[src/rtl/stack_alu_unit.sv]
// stack_alu_unit: WIDTH x DEPTH register stack with ALU behind a valid/ready
// command port, with a one-cycle response pulse and status flags.
// Ports: CLK, reset (async, active-low); cmd_valid/cmd_ready/cmd_op/cmd_imm;
//   rsp_valid/rsp_status {illegal,underflow,overflow_stack}/alu_ovf;
//   err_sticky; top/next (entries 0/1); depth; full; empty.
// Option: define STACK_ALU_MUL_EN to enable opcode 12 as MUL.
module stack_alu_unit #(
  parameter int WIDTH = 16,
  parameter int DEPTH = 8,
  localparam int CNT_W = $clog2(DEPTH + 1)
) (
  input  logic             CLK,
  input  logic             reset,
  input  logic             cmd_valid,
  output logic             cmd_ready,
  input  logic [3:0]       cmd_op,
  input  logic [WIDTH-1:0] cmd_imm,
  output logic             rsp_valid,
  output logic [2:0]       rsp_status,
  output logic             alu_ovf,
  output logic             err_sticky,
  output logic [WIDTH-1:0] top,
  output logic [WIDTH-1:0] next,
  output logic [CNT_W-1:0] depth,
  output logic             full,
  output logic             empty
);

  typedef enum logic [1:0] {
    IDLE,
    EXEC,
    RESP
  } state_t;

  localparam logic [3:0] OP_NOP  = 4'd0;
  localparam logic [3:0] OP_PUSH = 4'd1;
  localparam logic [3:0] OP_POP  = 4'd2;
  localparam logic [3:0] OP_DUP  = 4'd3;
  localparam logic [3:0] OP_SWAP = 4'd4;
  localparam logic [3:0] OP_ADD  = 4'd5;
  localparam logic [3:0] OP_SUB  = 4'd6;
  localparam logic [3:0] OP_AND  = 4'd7;
  localparam logic [3:0] OP_OR   = 4'd8;
  localparam logic [3:0] OP_XOR  = 4'd9;
  localparam logic [3:0] OP_NOT  = 4'd10;
  localparam logic [3:0] OP_SHL  = 4'd11;
`ifdef STACK_ALU_MUL_EN
  localparam logic [3:0] OP_MUL  = 4'd12;
`endif

  state_t           state, state_n;
  logic [3:0]       op_q;
  logic [WIDTH-1:0] imm_q;
  logic [WIDTH-1:0] stk   [DEPTH];
  logic [WIDTH-1:0] stk_n [DEPTH];
  logic [CNT_W-1:0] depth_q, depth_n, need;
  logic             full_q, empty_q;
  logic [2:0]       st_q, st_n;
  logic             ovf_q, ovf_n, sticky_q;
  logic             ill, under, over, grow, bin, ok, ovf;
  logic [WIDTH-1:0] a, b, res;

  always_comb begin
    state_n = state;
    unique case (state)
      IDLE: if (cmd_valid) state_n = EXEC;
      EXEC: state_n = RESP;
      RESP: state_n = IDLE;
      default: state_n = IDLE;
    endcase
  end

  // a = next, b = top; binary ops compute next OP top
  always_comb begin
    stk_n   = stk;
    depth_n = depth_q;
    need    = '0;
    ill     = 1'b0;
    grow    = 1'b0;
    bin     = 1'b0;
    ovf     = 1'b0;
    a       = stk[1];
    b       = stk[0];
    res     = '0;
    case (op_q)
      OP_NOP:  grow = 1'b0;
      OP_PUSH: grow = 1'b1;
      OP_POP:  need = CNT_W'(1);
      OP_DUP: begin
        need = CNT_W'(1);
        grow = 1'b1;
      end
      OP_SWAP: need = CNT_W'(2);
      OP_ADD: begin
        need = CNT_W'(2);
        bin  = 1'b1;
        res  = a + b;
        ovf  = (a[WIDTH-1] == b[WIDTH-1]) &&
               (res[WIDTH-1] != a[WIDTH-1]);
      end
      OP_SUB: begin
        need = CNT_W'(2);
        bin  = 1'b1;
        res  = a - b;
        ovf  = (a[WIDTH-1] != b[WIDTH-1]) &&
               (res[WIDTH-1] != a[WIDTH-1]);
      end
      OP_AND: begin
        need = CNT_W'(2);
        bin  = 1'b1;
        res  = a & b;
      end
      OP_OR: begin
        need = CNT_W'(2);
        bin  = 1'b1;
        res  = a | b;
      end
      OP_XOR: begin
        need = CNT_W'(2);
        bin  = 1'b1;
        res  = a ^ b;
      end
      OP_NOT:  need = CNT_W'(1);
      OP_SHL: begin
        need = CNT_W'(2);
        bin  = 1'b1;
        res  = a << b[3:0];
      end
`ifdef STACK_ALU_MUL_EN
      OP_MUL: begin
        need = CNT_W'(2);
        bin  = 1'b1;
        res  = a * b;
      end
`endif
      default: ill = 1'b1;
    endcase

    // priority keeps exactly one status bit per failed command
    under = !ill && (depth_q < need);
    over  = !ill && !under && grow && full_q;
    st_n  = {ill, under, over};
    ok    = (st_n == 3'b000);
    ovf_n = ok && ovf;

    if (ok) begin
      if (bin) begin
        stk_n[0] = res;
        for (int i = 1; i < DEPTH - 1; i++) stk_n[i] = stk[i+1];
        stk_n[DEPTH-1] = '0;
        depth_n = depth_q - CNT_W'(1);
      end else begin
        case (op_q)
          OP_PUSH, OP_DUP: begin
            for (int i = 1; i < DEPTH; i++) stk_n[i] = stk[i-1];
            stk_n[0] = (op_q == OP_PUSH) ? imm_q : stk[0];
            depth_n  = depth_q + CNT_W'(1);
          end
          OP_POP: begin
            for (int i = 0; i < DEPTH - 1; i++) stk_n[i] = stk[i+1];
            stk_n[DEPTH-1] = '0;
            depth_n = depth_q - CNT_W'(1);
          end
          OP_SWAP: begin
            stk_n[0] = stk[1];
            stk_n[1] = stk[0];
          end
          OP_NOT: stk_n[0] = ~stk[0];
          default: stk_n[0] = stk[0];
        endcase
      end
    end
  end

  always_ff @(posedge CLK or negedge reset) begin
    if (!reset) begin
      state    <= IDLE;
      op_q     <= '0;
      imm_q    <= '0;
      for (int i = 0; i < DEPTH; i++) stk[i] <= '0;
      depth_q  <= '0;
      full_q   <= 1'b0;
      empty_q  <= 1'b1;
      st_q     <= '0;
      ovf_q    <= 1'b0;
      sticky_q <= 1'b0;
    end else begin
      state <= state_n;
      if (state == IDLE && cmd_valid) begin
        op_q  <= cmd_op;
        imm_q <= cmd_imm;
      end
      if (state == EXEC) begin
        stk      <= stk_n;
        depth_q  <= depth_n;
        full_q   <= (depth_n == CNT_W'(DEPTH));
        empty_q  <= (depth_n == '0);
        st_q     <= st_n;
        ovf_q    <= ovf_n;
        sticky_q <= sticky_q | (|st_n);
      end
    end
  end

  assign cmd_ready  = (state == IDLE);
  assign rsp_valid  = (state == RESP);
  assign rsp_status = st_q;
  assign alu_ovf    = ovf_q;
  assign err_sticky = sticky_q;
  // entries past depth are kept zero, so absent top/next read as 0
  assign top        = stk[0];
  assign next       = stk[1];
  assign depth      = depth_q;
  assign full       = full_q;
  assign empty      = empty_q;

endmodule

[config.mk]
export PLATFORM = sky130hd
export DESIGN_NAME = stack_alu_unit
export DESIGN_NICKNAME = d
export VERILOG_FILES = /design/src/rtl/stack_alu_unit.sv
export SDC_FILE = /design/constraint.sdc
export NUM_CORES = 1
export LEC_CHECK = 0
export BUFFER_PORTS_ARGS = -buffer_cell sky130_fd_sc_hd__buf_2
export CELL_PAD_IN_SITES_DETAIL_PLACEMENT = 0
export CELL_PAD_IN_SITES_GLOBAL_PLACEMENT = 1
export CORE_ASPECT_RATIO = 1.2
export CORE_MARGIN = 2
export CORE_UTILIZATION = 43
export CTS_CLUSTER_SIZE = 8
export DETAILED_ROUTE_END_ITERATION = 6
export PLACE_DENSITY = 0.86
export REMOVE_ABC_BUFFERS = 1
export SLEW_MARGIN = 20
export SYNTH_ARGS = -nofsm -noshare
export SYNTH_HDL_FRONTEND = slang
export SYNTH_SLANG_ARGS = --single-unit
[constraint.sdc]
create_clock -name CLK -period 2.8 [get_ports CLK]
set_input_delay 0.56 -clock CLK [delete_from_list [all_inputs] [get_ports CLK]]
set_output_delay 0.56 -clock CLK [all_outputs]
set_load 0.03 [all_outputs]
# Word level (Yosys, flattened, before mapping)

Index checks and enable logic that the tools add are counted.

Register bits: 161
Bits in latches: 0
Memory bits (writable): 0
ROM bits: 0
Output and inout port bits: 45
Logic and storage cells: 91
Memories kept: 0

Add/subtract/negate cells: 4
$mul: 0
Divide/modulo/power cells: 0
$lt $le $gt $ge: 1
Eq/ne operators: 20
Shift-type cells: 1
Muxes and demuxes: 16
Bitwise logic cells: 5
Reduce and logical (&&, ||, !) cells: 27

Operators by type and width:

| cell                                          | count |
|---|---|
| case mux 96 bit (2 select lines)              | 1 |
| two-way mux 128 bit                           | 1 |
| case mux 16 bit (6 select lines)              | 1 |
| case mux 16 bit (3 select lines)              | 1 |
| case mux 16 bit (2 select lines)              | 1 |
| == test 4 bit, second input constant          | 5 |
| adder 16 bit                                  | 1 |
| bitwise AND 16 bit                            | 1 |
| == test 4 x 3 -> 1 bit, second input constant | 4 |
| two-way mux 16 bit                            | 1 |
| inverter 16 bit                               | 1 |
| bitwise OR 16 bit                             | 1 |
| << shifter 16 x 4 -> 16 bit                   | 1 |
| subtractor 16 bit                             | 1 |
| bitwise XOR 16 bit                            | 1 |
| OR reduction 12 bit                           | 1 |
| OR reduction 3 bit                            | 3 |
| == test 4 x 2 -> 1 bit, second input constant | 2 |
| logical AND 1 bit                             | 8 |
| logical NOT 4 bit                             | 2 |
| two-way mux 4 bit                             | 2 |
| case mux 2 bit (2 select lines)               | 2 |
| case mux 4 bit (2 select lines)               | 1 |
| OR reduction 7 bit                            | 1 |
| other kinds (23)                              | 30 |

# Depth between registers and ports, before layout

Gate-level depths: netlist (run 1).

Word-level depth: 12
Depth in mapped cells: 15
Mapped depth without buffers: 10

# Worst setup path before layout (run 1)

Ideal clock, no wire load.

Kind: register to register
Start: reg stk, in the netlist top[1]
End: reg stk, in the netlist top[15]
Arrival time: 2708 ps
Setup slack: -34 ps
Stages on the path, launching flop included: 11
Path buffers: 1
Clock period less this slack: 2834 ps
Cell sequence: dfrtp_1 -> buf_2 -> inv_1 -> ha_1 -> a211oi_1 -> nor4_1 -> a221o_1 -> o41a_1 -> a21oi_1 -> nor2_1 -> o311a_1

Longest elaborated chain between the ends: 3
Elaborated cells between the ends (all ways): 5
Those cells by class: 2 x add/sub; 1 x shift; 2 x mux

RTL lines:

| element                                   | line | RTL |
|---|---|---|
| from (decl)                               | 54   | `logic [WIDTH-1:0] stk [DEPTH];` |
| from (signal assigned)                    | 194  | `stk <= stk_n;` |
| subtractor 16 bit (tied with other cells) | 104  | `res = a - b;` |
| case mux 16 bit (6 select lines) *        | 85   | `case (op_q)` |
| two-way mux 128 bit *                     | 147  | `if (bin) begin` |

Mark *: on every way between the ends. The rest lies on a longest branch, timed or not.
A chain may end at the register's enable or synchronous reset.

# Worst setup path in the final report (run 1)

Start: reg stk, in the netlist top[0]
End: reg stk, in the netlist top[6]

The elaborated chain is that of the path after synthesis.

==> summary.md, run 1 <==
| Metric | Value |
|---|---|
| CP max FO | 4 |
| Inst Count DP | between 1500 and 2000 |
| CP bufs+invs | 1 |
| First-pass GRT wire length | ~52000 um |
| GRT Total Usage | 0.246 |
| Worst setup path category | reg2reg |
| CTS Sinks | 161 |
| Simple-Gate Fraction of Synth Area | 0.156 |
| Fraction of final layout cells sized beyond drive strength 1 | 0.206 |
| H-Tree Level Count | 4 |
| Final hold viol count | 0 |
| FILL cells | about 2400 |
| EDFF count, synth | 0 |
| Synth Area in Compound Gates | 0.198 |
| Number of global-route vias before repair | approximately 9400 |
| Final ANT Viol Nets | 0 |
| Main combinational cell family by area after synthesis | compound AO/OA/AOI/OAI gates |
| Avg WL per Cell | about 20 um |
| Fmax | about 370 MHz |
| Setup Skew | about 16 ps |
| CP required | roughly 3100 ps |
| Avg Cell Area, Syn | 8.77 um^2 |
| # setup viols final | 0 |
| Asr flop ratio synth | 1.00 |
| DP Area | ~0.012 mm^2 |
| Unique masters post-synth | 84 |
| Synth Instances | ~1300 |
| Status | finished clean |
| Max Cap Viol | 0 |
| Synth warn | 0 |
| Fin cells | between 1500 and 2000 |
| Flops & latches, synth | about 160 |
| Xor-xnor portion of the synthesized cell area | 0.00865 |
| Detailed-route wire length | roughly 33000 um |
| Grt ovf | 0 |
| Num CTS Buffers | 17 |
| Detailed Routing Iterations Pass 1 | 5 |
| Fin nets | about 1400 |
| Ant diodes | 0 |
| Total die area | about 0.027 mm^2 |
| Rows | 64 |
| Unrepaired setup endpoints after global routing | false |
| Clock-pin slew on the worst setup and hold paths | 80 ps |
| Hold-fix buffers at CTS | 0 |
| Post-synthesis sequential area ratio | 0.362 |
| Die height | roughly 180 um |
| Ys flop type | dfrtp_1 |
| Root buf cell | clkbuf_16 |
| Port Buffers | 67 |
| Setup TNS | 0 ps |
| Final Cycle Share | 0.957 |
| I/O pins | between 60 and 70 |
| Worst hold path type | in2async |
| Area of the multi-input gates | 0.00631 mm^2 |
| Synth area leaders | dfrtp_1 (36%), mux2i_1 (10%), nand2_1 (6.0%) |
| Relative slew slack | 0.549 |
| CTS tree | yes |
| Least-Margin Pin Slew | 676 ps |
| Core ar. | between 0.02 and 0.03 mm^2 |
| CP max stage delay | around 470 ps |
| Crit path arrival time | between 3000 and 4000 ps |
| Register area | between 0.004 and 0.005 mm^2 |
| Max Slew Vio Count | 0 |
| Cell chain of the critical path | ha_1 > fa_1 > a21o_1 > a2111oi_2 > buf_4 > nor2_1 > o32ai_2 > o211ai_1 > a22o_1 |
| Largest net degree at the start of global routing | 97 |
| Hpwl dp | 24900 um |
| Leading area contributor after synthesis | dfrtp_1 |
| DRC violations left | 0 |
| Initial core utilization | 0.438 |
| Design Area, Final | between 0.01 and 0.015 mm^2 |
| Crit-path leading delay family | compound AO/OA/AOI/OAI gates |
| Final min period | 2680 ps |
| Via-per-instance ratio | approximately 5.8 |
| Power Dens Cells | 1310 mW/mm^2 |
| Clk buf depth | 2 |
| Die Width | between 150 and 200 um |
| Synth Area in Adders | 0.0609 |
| Area growth, synth to finish | 16.1% |
| DR vias | 9805 |
| Crit. End Element | flop |
| GPL Wtd Cong | about 1.0 |
| Setup Buffers After CTS | 0 |
| Leak | 0.00600 uW |
| Synth top area share | 0.359 |
| Worst-skew pair later-pin latency | 440 ps |
| Synth Cell Area | approximately 0.011 mm^2 |
| Register-to-register setup slack | between 100 and 150 ps |
| Core Util, Final | 0.508 |
| PnR Total Power | between 15000 and 20000 uW |
| CP max-delay cell | fa_1 |
| Initial antenna violation count | 0 |
| Worst IR Drop VDD | 0.562 mV |
| Startpoint Class | flop |
| First DRT Iteration DRCs | around 730 |
| Post-synthesis mux area share | 0.135 |
## Yosys cell counts, drive strengths merged, types with 18 or more instances
cell / instances
a21oi: 83
a221oi: 18
buf: 87
clkbuf: 34
dfrtp: 160
ha: 51
inv: 50
mux2: 27
mux2i: 113
nand2: 178
nand3: 27
nor2: 92
o21ai: 130
## power breakdown
group / internal [uW] / total [uW] / switching, uW
Sequential: 3050 / 3710 / 660
Combinational: 4270 / 10800 / 6520
Clock: 1340 / 2400 / 1060
## layout by cell type (no fill, tap or decap), drive strengths merged, types with 10 or more instances in the layout
cell type	n
inv	55
and3	10
o21ai	130
nor2	92
clkbuf	17
a21oi	83
mux2	27
mux2i	113
ha	51
nor2b	12
a211oi	11
buf	191
a221oi	18
nand3	27
nand2	178
nor3	15
dfrtp	160
## cell type report
cell class	count	share of cell area
Multi-Input combinational cell	937	0.488
Sequential cell	161	0.311
Timing Repair Buffer	191	0.107
Clock buffer	17	0.0329
Tap cell	330	0.0319
Inverter	51	0.0148
Clock inverter	15	0.0138
## registers in the layout, indices dropped and copies added, names as in the netlist
name,flops
stk,96
imm_q,16
next,16
top,16
depth,4
op_q,4
rsp_status,3
state,2
alu_ovf,1
empty,1
err_sticky,1
full,1
## stage by stage
step	hold slack (ps)	setup slack [ps]
2_1_floorplan	264	-5630
3_3_place_gp	448	-41.4
3_5_place_dp	455	-64.4
4_1_cts	146	10.4
5_1_grt	174	9.68
6_report	129	119
## timing repair
| action | 4_1_cts | 5_1_grt |
|---|---|---|
| gates cloned | 0 | 0 |
| pin swaps | 0 | 3 |
| gates resized for setup | 1 | 17 |
| setup endpoints to repair | 1 | 41 |
## routing by layer
| layer | GRT usage | wire (um) | vias to the layer above |
|---|---|---|---|
| met1 | 0.331 | 14600 | 4783 |
| met5 | 0 | 0 | - |
| met3 | 0.0339 | 1430 | 71 |
| li1 | - | - | 4669 |
| met2 | 0.393 | 15900 | 282 |
| met4 | 0.111 | 1340 | 0 |
## kinds of logic (layout without fill, tap and decap cells)
kind of cell | Yosys count | in the layout
AOI/OAI and AO/OA | 348 | 348
xor gates and xnor gates | 11 | 11
adders and majority gates | 53 | 53
buffers and inverters | 172 | 274
DFF | 161 | 161
muxes | 143 | 143
and+or+nand+nor | 382 | 382
## final timing paths
| check | start | to | cells past startpoint |
|---|---|---|---|
| setup / recovery | top[0] | top[6] | 9 |
| hold / removal | reset | top[14] | 1 |
| setup reg to reg | top[0] | top[6] | 9 |
| hold reg to reg | stk[11] | stk[11] | 2 |
| max in group asynchronous | reset | stk[51] | 2 |
| min in group CLK | cmd_imm[3] | imm_q[3] | 2 |
## worst register-to-register path, stage by stage, from the launching register on
cell and delay (ps):
dfrtp_1 420, ha_1 290, fa_1 470, a21o_1 220
a2111oi_2 350, buf_4 180, nor2_1 40, o32ai_2 270
o211ai_1 150, a22o_1 200
Power figures use the tool's default switching activity.
==> run 2, diff against run 1 <==
--- a/config.mk
+++ b/config.mk
@@ -10,10 +10,10 @@
 export CELL_PAD_IN_SITES_GLOBAL_PLACEMENT = 1
 export CORE_ASPECT_RATIO = 1.2
 export CORE_MARGIN = 2
-export CORE_UTILIZATION = 43
+export CORE_UTILIZATION = 51
 export CTS_CLUSTER_SIZE = 8
 export DETAILED_ROUTE_END_ITERATION = 6
-export PLACE_DENSITY = 0.86
+export PLACE_DENSITY_LB_ADDON = 0.1
 export REMOVE_ABC_BUFFERS = 1
 export SLEW_MARGIN = 20
 export SYNTH_ARGS = -nofsm -noshare
==> constraint.sdc (replaced) <==
create_clock -name CLK -period 3.46 [get_ports CLK]
set_input_delay 0.692 -clock CLK [delete_from_list [all_inputs] [get_ports CLK]]
set_output_delay 0.692 -clock CLK [all_outputs]
set_load 0.03 [all_outputs]
==> summary.md, run 2 (synthesized netlist as in run 1, its figures left out) <==
| Metric | Value |
|---|---|
| Final ANT Viol Nets | 0 |
| Least-Margin Pin Slew | ~1100 ps |
| Max FFs per register | 96 |
| Final min period | ~3200 ps |
| Number of global-route vias before repair | about 9000 |
| Ant diodes | 0 |
| Inst Count DP | 1548 |
| Hold-fix buffers at CTS | 0 |
| Power Dens Cells | 1050 mW/mm^2 |
| CTS tree | yes |
| GRT busiest layer | met2 |
| Max Slew Vio Count | 0 |
| GPL Wtd Cong | about 1.0 |
| H-Tree Level Count | 4 |
| CTS Sinks | roughly 160 |
| Detailed Routing Iterations Pass 1 | 7 |
| DRC violations left | 0 |
| Setup Buffers After CTS | 0 |
| GRT Total Usage | 0.284 |
| Post-cts resize count | 0 |
| Port Buffers | between 60 and 70 |
| Clk buf depth | 2 |
| Crit. End Element | flop |
| Setup Skew | ~27 ps |
| Avg WL per Cell | between 20 and 25 um |
| Worst hold path type | in2async |
| Grt ovf | 0 |
| Start point of the critical path | op_q[2] |
| Final hold viol count | 0 |
| Leak | between 0.005 and 0.006 uW |
| Commonest non-fill, non-tap cell in the layout | nand2_1 |
| Unrepaired setup endpoints after global routing | false |
| Initial core utilization | 0.517 |
| Worst IR Drop VDD | about 0.51 mV |
| Die Width | between 100 and 150 um |
| Area growth, synth to finish | 9.22% |
| Largest net degree at the start of global routing | just under 100 |
| Clock-pin slew on the worst setup and hold paths | approximately 80 ps |
| Num CTS Buffers | 17 |
| Root buf cell | clkbuf_16 |
| Fraction of final layout cells sized beyond drive strength 1 | 0.154 |
| Fin nets | ~1400 |
| Relative slew slack | 0.279 |
| Worst r2r src | op_q[2] |
| Worst setup path category | reg2reg |
| First-pass GRT wire length | roughly 52000 um |
| Total die area | between 0.02 and 0.025 mm^2 |
| Final Cycle Share | 0.926 |
| Core Util, Final | 0.565 |
| Detailed-route wire length | roughly 33000 um |
| I/O pins | between 60 and 70 |
| Startpoint Class | flop |
| Met1 GRT Util | 0.407 |
| Crit path arrival time | between 3000 and 4000 ps |
| Biggest register | stk |
| # setup viols final | 0 |
| Via-per-instance ratio | around 6.0 |
| Global routing usage on met2 | 0.437 |
| Initial antenna violation count | 0 |
| Max Cap Viol | 0 |
| Status | finished clean |
| CP max FO | 14 |
| Most frequent cells in the layout | nand2_1 (177), dfrtp_1 (160), o21ai_0 (126) |
| Worst-skew pair later-pin latency | roughly 450 ps |
| Fin cells | between 1500 and 2000 |
| Rows | 59 |
| DR vias | about 9500 |
| First DRT Iteration DRCs | 738 |
| Hpwl dp | roughly 24000 um |
| CP required | 3750 ps |
| Die height | 166 um |
| Core ar. | roughly 0.022 mm^2 |
| Fmax | slightly above 300 MHz |
| GRT met3 Usage | 0.0369 |
run 2: layout make-up:
cell class | instances | area (um^2)
timing repair buffer | 125 | 815
multi-input combinational | 937 | 6220
sequential | 161 | 4030
tap | 274 | 343
clock inverter | 14 | 139
inverter | 51 | 191
fill | 2055 | 9390
clock buffer | 18 | 429
run 2: power by group:
group          internal, uW  switching (uW)  total [uW]
clock                   959             920        1880
sequential             2470             660        3130
combinational          2870            4960        7830
run 2: critical path: stages (launching register included):
cell and delay [ps]:
dfrtp_1 480, nor2b_1 350, a21oi_1 140, ha_1 300, o41ai_2 70, nor4b_4 170
or2_1 460, buf_4 290, a311o_1 340, a211oi_1 330, a21oi_1 120
run 2: worst paths after layout:
path,depth (start not counted),slack [ps],endpoint
setup / recovery,10,250,top[12]
hold / removal,1,240,stk[15]
setup reg to reg,10,250,top[12]
hold reg to reg,2,470,stk[3]
max in group asynchronous,2,2360,top[10]
min in group CLK,2,470,stk[3]
run 2: per-layer routing:
layer	wire length [um]	part of all wire
met1	15100	0.46
met2	15000	0.46
met3	1590	0.048
met4	1060	0.032
met5	0	0
run 2: stage by stage:
step	cell area [um^2]	total power [uW]	setup TNS, ps	setup slack [ps]	hold WS, ps
2_1_floorplan	10400	8380	-508670	-4970	396
3_3_place_gp	11600	10800	0	363	449
3_5_place_dp	11600	10800	0	340	455
4_1_cts	12200	12700	0	284	284
5_1_grt	12200	13700	0	125	320
6_report	12200	12800	0	255	242
==> run 3, diff against run 2 <==
==> constraint.sdc (replaced) <==
create_clock -name CLK -period 4.15 [get_ports CLK]
set_input_delay 0.83 -clock CLK [delete_from_list [all_inputs] [get_ports CLK]]
set_output_delay 0.83 -clock CLK [all_outputs]
set_load 0.03 [all_outputs]
==> summary.md, run 3 (synthesized netlist as in run 1, its figures left out) <==
| Metric | Value |
|---|---|
| Status | finished clean |
| Root buf cell | clkbuf_16 |
| Largest net degree at the start of global routing | between 90 and 100 |
| Setup Skew | around 17 ps |
| Avg WL per Cell | ~20 um |
| Commonest non-fill, non-tap cell in the layout | nand2_1 |
| Total die area | ~0.023 mm^2 |
| Grt ovf | 0 |
| Initial antenna violation count | 0 |
| I/O pins | between 60 and 70 |
| CTS tree | yes |
| Fraction of final layout cells sized beyond drive strength 1 | 0.139 |
| Least-Margin Pin Slew | 1070 ps |
| # setup viols final | 0 |
| Max Slew Vio Count | 0 |
| CP max stage delay | around 720 ps |
| Hold-fix buffers at CTS | 0 |
| PnR Total Power | about 10000 uW |
| First DRT Iteration DRCs | between 700 and 800 |
| Die height | 166 um |
| Num CTS Buffers | 17 |
| Port Buffers | 67 |
| H-Tree Level Count | 4 |
| Unrepaired setup endpoints after global routing | false |
| Worst setup path category | reg2reg |
| Leak | approximately 0.0055 uW |
| Die Width | between 100 and 150 um |
| Cell chain of the critical path | nor2b_1 > a21oi_1 > ha_1 > o41ai_2 > nor4b_4 > nor3_2 > nand2_4 > buf_4 > nand2_1 > o21ai_0 |
| Area growth, synth to finish | 7.58% |
| Power Dens Cells | 872 mW/mm^2 |
| Final min period | 3420 ps |
| Via-per-instance ratio | about 6 |
| Ant diodes | 0 |
| Biggest register | stk |
| Initial core utilization | 0.517 |
| Hpwl dp | 22700 um |
| Final hold viol count | 0 |
| CP required | ~4500 ps |
| Worst hold path type | in2async |
| Crit path arrival time | 3720 ps |
| Fmax | ~290 MHz |
| Setup Buffers After CTS | 0 |
| Worst-skew pair later-pin latency | 430 ps |
| Detailed Routing Iterations Pass 1 | 6 |
| DP Area | between 0.01 and 0.015 mm^2 |
| Core ar. | around 0.022 mm^2 |
| DR vias | between 9000 and 10000 |
| DRC violations left | 0 |
| Startpoint Class | flop |
| Final Cycle Share | 0.825 |
| Worst IR Drop VDD | 0.406 mV |
| CP max FO | 38 |
| Post-cts resize count | 0 |
| Most frequent cells in the layout | nand2_1 (177), dfrtp_1 (160), o21ai_0 (126) |
| GPL Wtd Cong | approximately 0.94 |
| Clock-pin slew on the worst setup and hold paths | approximately 80 ps |
| Setup TNS | 0 ps |
| Relative slew slack | 0.289 |
| Design Area, Final | 0.0120 mm^2 |
| Crit. End Element | flop |
| CP max-delay cell | dfrtp_1 |
| Final Hold Slack | roughly 370 ps |
| Rows | just under 60 |
| Fin nets | around 1300 |
| Max FFs per register | 96 |
| Number of global-route vias before repair | 8768 |
| Detailed-route wire length | 31600 um |
| Worst-case reg-to-reg path depth | 10 |
| First-pass GRT wire length | between 50000 and 60000 um |
| Final ANT Viol Nets | 0 |
| Max Cap Viol | 0 |
| Clk buf depth | 2 |
| CTS Sinks | 161 |
| GRT Total Usage | 0.276 |
-- run 3: changes by cell type in the layout (fill, tap and decap cells not counted), sizes merged --
| cell | delta |
|---|---|
| buf | -23 |
-- run 3: worst paths after layout --
kind / slack (ps) / end / start
max: 730 / stk[40] / op_q[2]
min: 370 / stk[46] / reset
max reg2reg: 730 / stk[40] / op_q[2]
min reg2reg: 470 / stk[11] / stk[11]
max in group asynchronous: 2900 / empty / reset
min in group CLK: 470 / stk[11] / stk[11]
-- run 3: report_power, final --
| part | total [uW] | switching, uW | internal (uW) |
|---|---|---|---|
| Clock | 1540 | 743 | 800 |
| Combinational | 6240 | 3980 | 2250 |
| Sequential | 2670 | 617 | 2050 |
| Total | 10400 | 5340 | 5100 |
-- run 3: stage by stage --
step                      cells   util  setup slack (ps)
after floorplan            1149      -             -4280
after global placement     1525  0.530               841
after detailed placement   1525  0.530               798
after CTS                  1557  0.556               775
after global routing       1557  0.556               463
final                      1557  0.556               727
-- run 3: cell type report --
type	count	area (um^2)
Clock buffer	18	429
Clock inverter	14	136
Fill cell	2048	9570
Inverter	51	191
Multi-Input combinational cell	937	6230
Sequential cell	161	4030
Tap cell	274	343
Timing Repair Buffer	102	629
-- run 3: critical path: cells and delay by family (launching register included) --
kind                       cells  cell delay [ps]
adders and majority gates      1              310
buffers and inverters          1              350
and+or+nand+nor                5             1660
DFF                            1              720
AOI/OAI and AO/OA              3              230
-- run 3: routing by layer --
metal  wire [um]  share of wire  GRT usage  vias to the layer above
met4         808          0.026     0.0935                        0
li1            -              -          -                     4494
met1       14700           0.47      0.406                     4547
met5           0              0          0                        -
met2       14700           0.46      0.424                      293
met3        1400          0.044     0.0337                       58
